===== src/rtl/uart_tx_arbiter.sv =====
// Round-robin arbiter sharing one uart_tx among NUM_REQ byte requesters.
// One byte is granted at a time. It is held on tx_data_out until the UART
// reports completion or the transfer times out, and then arbitration runs again.
module uart_tx_arbiter #(
  parameter int NUM_REQ        = 4,
  parameter int TIMEOUT_CYCLES = 4096
) (
  input  logic                       clk_in,
  input  logic                       nrst_in,
  input  logic [NUM_REQ-1:0]         req_valid_in,
  input  logic [NUM_REQ*8-1:0]       req_data_in,
  output logic [NUM_REQ-1:0]         req_ack_out,
  output logic [NUM_REQ-1:0]         req_done_out,
  output logic [7:0]                 tx_data_out,
  output logic                       tx_start_out,
  input  logic                       tx_busy_in,
  input  logic                       tx_done_in,
  output logic [$clog2(NUM_REQ)-1:0] grant_id_out,
  output logic                       active_out,
  output logic                       timeout_err_out
);
  localparam int GW  = $clog2(NUM_REQ);
  localparam int CGW = GW + 1;
  localparam int CW  = $clog2(TIMEOUT_CYCLES + 1);
  localparam logic [CW-1:0]  CNT_MAX  = CW'(TIMEOUT_CYCLES);
  localparam logic [CW-1:0]  CNT_HIT  = CW'(TIMEOUT_CYCLES - 1);
  localparam logic [GW-1:0]  LAST_RST = GW'(NUM_REQ - 1);
  localparam logic [CGW-1:0] NREQ_C   = CGW'(NUM_REQ);

  typedef enum logic [1:0] {IDLE, ISSUE, WAIT_DONE} state_t;

  state_t               state_q, state_d;
  logic [GW-1:0]        last_q, last_d;
  logic [GW-1:0]        gid_q, gid_d;
  logic [7:0]           data_q, data_d;
  logic                 start_q, start_d;
  logic [NUM_REQ-1:0]   ack_q, ack_d;
  logic [NUM_REQ-1:0]   done_q, done_d;
  logic                 active_q, active_d;
  logic                 terr_q, terr_d;
  logic [CW-1:0]        cnt_q, cnt_d;

  // Per-requester byte view of the flat data bus
  logic [7:0] req_byte [NUM_REQ];
  for (genvar i = 0; i < NUM_REQ; i++) begin : g_byte
    assign req_byte[i] = req_data_in[8*i +: 8];
  end

  logic           sel_found;
  logic [GW-1:0]  sel_idx;
  logic [CGW-1:0] cand;

  // Rotating-priority scan: first valid requester above the last grant, wrapping
  always_comb begin
    sel_found = 1'b0;
    sel_idx   = '0;
    cand      = '0;
    for (int off = 1; off <= NUM_REQ; off++) begin
      cand = {1'b0, last_q} + CGW'(off);
      if (cand >= NREQ_C) cand = cand - NREQ_C;
      if (!sel_found && req_valid_in[cand[GW-1:0]]) begin
        sel_found = 1'b1;
        sel_idx   = cand[GW-1:0];
      end
    end
  end

  // The counter saturates so that it never wraps. The abort fires on the edge where
  // the count would reach TIMEOUT_CYCLES-1, so start is high for at most that many cycles.
  logic [CW-1:0] cnt_inc;
  logic          cnt_hit;
  assign cnt_inc = (cnt_q == CNT_MAX) ? cnt_q : cnt_q + 1'b1;
  assign cnt_hit = (cnt_inc == CNT_HIT);

  // Next-state and registered-output computation
  always_comb begin
    state_d  = state_q;
    last_d   = last_q;
    gid_d    = gid_q;
    data_d   = data_q;
    start_d  = start_q;
    ack_d    = '0;
    done_d   = '0;
    terr_d   = 1'b0;
    cnt_d    = cnt_q;
    unique case (state_q)
      IDLE: begin
        if (sel_found) begin
          state_d        = ISSUE;
          last_d         = sel_idx;
          gid_d          = sel_idx;
          data_d         = req_byte[sel_idx];
          ack_d[sel_idx] = 1'b1;
          start_d        = 1'b1;
          cnt_d          = '0;
        end
      end
      ISSUE: begin
        cnt_d = cnt_inc;
        // tx_done_in is ignored here. The timeout has priority over a late busy,
        // so a stuck transfer cannot reach WAIT_DONE with a counter that is already expired.
        if (cnt_hit) begin
          start_d = 1'b0;
          terr_d  = 1'b1;
          state_d = IDLE;
        end else if (tx_busy_in) begin
          start_d = 1'b0;
          state_d = WAIT_DONE;
        end
      end
      WAIT_DONE: begin
        cnt_d = cnt_inc;
        // Completion wins over a timeout in the same cycle
        if (tx_done_in) begin
          done_d[gid_q] = 1'b1;
          state_d       = IDLE;
        end else if (cnt_hit) begin
          terr_d  = 1'b1;
          state_d = IDLE;
        end
      end
      default: begin
        start_d = 1'b0;
        state_d = IDLE;
      end
    endcase
    active_d = (state_d != IDLE);
  end

  // State and output registers; reset abandons any in-flight byte
  always_ff @(posedge clk_in or negedge nrst_in) begin
    if (!nrst_in) begin
      state_q  <= IDLE;
      last_q   <= LAST_RST;
      gid_q    <= '0;
      data_q   <= '0;
      start_q  <= 1'b0;
      ack_q    <= '0;
      done_q   <= '0;
      active_q <= 1'b0;
      terr_q   <= 1'b0;
      cnt_q    <= '0;
    end else begin
      state_q  <= state_d;
      last_q   <= last_d;
      gid_q    <= gid_d;
      data_q   <= data_d;
      start_q  <= start_d;
      ack_q    <= ack_d;
      done_q   <= done_d;
      active_q <= active_d;
      terr_q   <= terr_d;
      cnt_q    <= cnt_d;
    end
  end

  assign req_ack_out     = ack_q;
  assign req_done_out    = done_q;
  assign tx_data_out     = data_q;
  assign tx_start_out    = start_q;
  assign grant_id_out    = gid_q;
  assign active_out      = active_q;
  assign timeout_err_out = terr_q;

endmodule

===== config.mk =====
export PLATFORM = sky130hd
export DESIGN_NAME = uart_tx_arbiter
export DESIGN_NICKNAME = d
export VERILOG_FILES = /design/src/rtl/uart_tx_arbiter.sv
export SDC_FILE = /design/constraint.sdc
export NUM_CORES = 1
export LEC_CHECK = 0
export ABC_AREA = 1
export CORE_MARGIN = 3
export CORE_UTILIZATION = 30
export CTS_BUF_LIST = sky130_fd_sc_hd__clkbuf_4 sky130_fd_sc_hd__clkbuf_8
export CTS_CLUSTER_SIZE = 24
export DETAILED_ROUTE_END_ITERATION = 6
export PLACE_DENSITY_LB_ADDON = 0.25
export SYNTH_ARGS = -nofsm -noshare
export SYNTH_HDL_FRONTEND = slang
export SYNTH_SLANG_ARGS = --single-unit

===== constraint.sdc =====
create_clock -name clk_in -period 3.2 [get_ports clk_in]
set_input_delay 0.32 -clock clk_in [delete_from_list [all_inputs] [get_ports clk_in]]
set_output_delay 0.32 -clock clk_in [all_outputs]
set_load 0.01 [all_outputs]

==> impl_metrics.csv <==
group,metric,value,unit
status,status,"finished, final reports clean",
pwr,static-leakage-power,1.62,nW
die,dieHeight,98.8,µm
cts,post_cts_buffers,0,
synthesis,synth_fp_nets,421,
die,design.die.area,9760,µm²
global_route,track_usage,0.134,
global_route,m3_gr_usage,0.0439,
timing,holdWs,0.153,ns
die,core.rowCount,33,
final_layout,design.final.nets,480,
pwr,power_frac_seq,0.249,
cts,tritoncts,"done",
worst_setup_path,cp-start-kind,"register",
pwr,irDropWorstVdd,396,µV
route,route.detailed.vias_per_inst,4.49,
timing,fin_skew,0.00587,ns
worst_setup_path,cp-end-kind,"register",
die,io-pin-count,61,
global_route,gr-max-usage-layer,"met2",
cts,clk_latency,0.28,ns
die,design.core.area,8300,µm²
placed_design,numPortBuffers,60,
timing,finalHoldViolations,0,
timing,max-slew-margin-rel,0.419,
cts,hold_buffers,0,
cts,cts_resized,0,
synthesis,syn-cell-area,2580,µm²
pwr,power_density,895,nW/µm²
placed_design,place_inst,531,
final_layout,final_core_util,0.404,
timing,final-setup-viol-count,0,
placed_design,dp_slack,0.997,ns
timing,ratio_of_final_minimum_period_to_clock_period,0.656,
synthesis,avg_synthesized_cell_area,6.91,µm²
timing,actual_transition_at_the_worst_max_transition_pin,0.872,ns
timing,report.final.slew_viol_count,0,
placed_design,finalWeightedCongestion,0.912,
timing,setup_slack,1.10,ns
cts,cts_made_buffers,5,
pwr,report.power.total,3.01,mW
worst_setup_path,critical_path_peak_fanout,32,
pwr,power.share.clock,0.127,
min_path,min-delay-path-class,"in -> async",
final_layout,drive_above_1_share,0.0806,
route,wl_per_cell,11.4,µm
pwr,power.internal,1.55,mW
pwr,p_switching,1.46,mW
cts,htree_num_levels,2,
cts,cts-root-buf,"sky130_fd_sc_hd__clkbuf_8",
synthesis,seq_area_frac_synth,0.369,
final_layout,design_area,3360,µm²
die,floorplan.initialDensity,0.311,
global_route,grt_util_met1,0.186,
die,floorplan.die.width,98.8,µm
route,final_antenna_net_count,0,
route,drt_drc_violations_left,0,
global_route,grt_pass1_vias,2418,
placed_design,post-dp-hpwl,4.82,mm
timing,setup-tns-final,0,ns
final_layout,post_layout_nonfiller_instances,539,
cts,clk_slew_on_worst_s_h_paths,0.08,ns
worst_setup_path,worst_ep_arrival_time,2.27,ns
route,count_of_routing_violations_after_the_opening_detailed_route_iteration,78,
global_route,grt_use_met2,0.204,
placed_design,placement.cell_area,3250,µm²
synthesis,ff_latch_count_synth,38,
route,drt_pass1_iterations,4,
flow_run,timing.max_cap.violations,0,
synthesis,synth_cells,374,
timing,min_period,2.10,ns
synthesis,synth_cell_type_count,33,
pwr,p_comb_frac,0.623,
cts,cts-root-to-sink-buffers,2,
worst_setup_path,criticalPathCategory,"reg -> reg",
worst_setup_path,worstPathRequired,3.37,ns
cts,tritoncts_num_sinks,38,
synthesis,synthesis_warnings,0,
route,vias,2419,
global_route,grt.overflow.total,0,
global_route,global_route_wire_length_before_repair,10.9,mm
final_layout,areaGrowthSynthToFinish,29.9,%
global_route,grt_max_degree,39,
final_layout,num_antenna_cells,0,
pwr,switching_share,0.484,
route,drt_wl_total,6.15,mm
timing,unrepaired_setup_endpoints_after_global_routing,"no",
timing,timing.fmax,0.476,GHz
global_route,antenna_found_initial,0,
## state kept, by name (all words and copies together), names as in the netlist
| signal | flops |
|---|---|
| cnt_q | 13 |
| tx_data_out | 8 |
| req_ack_out | 4 |
| req_done_out | 4 |
| grant_id_out | 2 |
| last_q | 2 |
| state_q | 2 |
| active_out | 1 |
| timeout_err_out | 1 |
| tx_start_out | 1 |
## path summary, 6_finish.rpt
path                       cells past startpoint          from        endpoint  slack, ns
max                                           12     last_q[0]  tx_data_out[1]       1.10
min                                            1       nrst_in       cnt_q[10]       0.15
max reg2reg                                   12     last_q[0]  tx_data_out[1]       1.10
min reg2reg                                    2  tx_start_out    tx_start_out       0.47
max in group asynchronous                      1       nrst_in        cnt_q[0]       2.50
min in group clk_in                            2  tx_start_out    tx_start_out       0.47
## cell usage in the layout (no fill, tap or decap), types with 2 or more instances in the layout
cell type and n:
sky130_fd_sc_hd__or2_1 3, sky130_fd_sc_hd__nand2_2 8, sky130_fd_sc_hd__nor2_2 2, sky130_fd_sc_hd__xor2_1 5
sky130_fd_sc_hd__inv_1 51, sky130_fd_sc_hd__nor3_1 2, sky130_fd_sc_hd__o21ai_0 8, sky130_fd_sc_hd__clkbuf_8 8
sky130_fd_sc_hd__nor2_1 31, sky130_fd_sc_hd__dfstp_2 2, sky130_fd_sc_hd__or2_2 2, sky130_fd_sc_hd__nand4_1 6
sky130_fd_sc_hd__a21oi_1 3, sky130_fd_sc_hd__dfrtp_1 36, sky130_fd_sc_hd__nand2_1 107, sky130_fd_sc_hd__ha_1 7
sky130_fd_sc_hd__clkdlybuf4s50_1 59, sky130_fd_sc_hd__inv_2 6, sky130_fd_sc_hd__nand3_1 52, sky130_fd_sc_hd__nand2_4 2
sky130_fd_sc_hd__o31ai_1 4, sky130_fd_sc_hd__o21ai_1 10, sky130_fd_sc_hd__or2_0 10
## power by group through the flow
| stage | clock (mW) | combinational (mW) | sequential (mW) |
|---|---|---|---|
| 2_1_floorplan | 0 | 1.43 | 0.764 |
| 4_1_cts | 0.397 | 1.89 | 0.754 |
| 6_report | 0.382 | 1.87 | 0.750 |
| 3_3_place_gp | 0 | 1.86 | 0.760 |
| 5_1_grt | 0.417 | 2.14 | 0.773 |
| 3_5_place_dp | 0 | 1.89 | 0.756 |
## routing by layer
metal	share of wire	vias up
met5	0	-
met2	0.42	64
li1	-	1290
met3	0.072	2
met1	0.50	1063
met4	0.0060	0
## cell type report
type | instances | area, µm²
clock buffer | 8 | 110
fill | 842 | 4940
inverter | 58 | 220
multi-input combinational | 270 | 1350
sequential | 38 | 953
tap | 105 | 131
timing repair buffer | 60 | 596
## cell usage after synthesis
cell type,number,area share
sky130_fd_sc_hd__a21boi_0,1,0.0029
sky130_fd_sc_hd__a21oi_1,3,0.0058
sky130_fd_sc_hd__and3_1,1,0.0024
sky130_fd_sc_hd__buf_1,1,0.0015
sky130_fd_sc_hd__buf_2,3,0.0058
sky130_fd_sc_hd__buf_6,4,0.017
sky130_fd_sc_hd__dfrtp_1,36,0.35
sky130_fd_sc_hd__dfstp_2,2,0.020
sky130_fd_sc_hd__ha_1,7,0.034
sky130_fd_sc_hd__inv_1,51,0.074
sky130_fd_sc_hd__inv_2,6,0.0087
sky130_fd_sc_hd__inv_4,1,0.0024
sky130_fd_sc_hd__nand2_1,107,0.16
sky130_fd_sc_hd__nand2_2,8,0.019
sky130_fd_sc_hd__nand2_4,2,0.0087
sky130_fd_sc_hd__nand3_1,52,0.10
sky130_fd_sc_hd__nand3_2,1,0.0039
sky130_fd_sc_hd__nand4_1,6,0.015
sky130_fd_sc_hd__nor2_1,31,0.045
sky130_fd_sc_hd__nor2_2,2,0.0048
sky130_fd_sc_hd__nor2_4,1,0.0044
sky130_fd_sc_hd__nor2_8,1,0.0077
sky130_fd_sc_hd__nor3_1,2,0.0039
sky130_fd_sc_hd__o21ai_0,8,0.015
sky130_fd_sc_hd__o21ai_1,10,0.019
sky130_fd_sc_hd__o21bai_1,1,0.0029
sky130_fd_sc_hd__o22ai_1,1,0.0024
sky130_fd_sc_hd__o31ai_1,4,0.012
sky130_fd_sc_hd__or2_0,10,0.024
sky130_fd_sc_hd__or2_1,3,0.0073
sky130_fd_sc_hd__or2_2,2,0.0048
sky130_fd_sc_hd__or3_1,1,0.0024
sky130_fd_sc_hd__xor2_1,5,0.017
## worst max-delay path: stages, from the launching register on
cell	delay, ns
sky130_fd_sc_hd__dfstp_2	0.63
sky130_fd_sc_hd__inv_4	0.08
sky130_fd_sc_hd__nand2_2	0.07
sky130_fd_sc_hd__nand2_1	0.06
sky130_fd_sc_hd__nand2_1	0.09
sky130_fd_sc_hd__nand2_2	0.09
sky130_fd_sc_hd__nor2_8	0.15
sky130_fd_sc_hd__nand3_2	0.09
sky130_fd_sc_hd__nand2_2	0.11
sky130_fd_sc_hd__nand2_4	0.17
sky130_fd_sc_hd__or2_2	0.32
sky130_fd_sc_hd__nand3_1	0.07
sky130_fd_sc_hd__nand3_1	0.07
## cells by family (layout without fill, tap and decap cells)
family	count (synthesis)	after routing	synth area share
buf+inv	66	126	0.110
xor+xnor	5	5	0.0169
simple gates	230	230	0.410
compound gates	28	28	0.0605
flops	38	38	0.369
fa+ha+maj	7	7	0.0339
(Power assumes the default switching activity.)
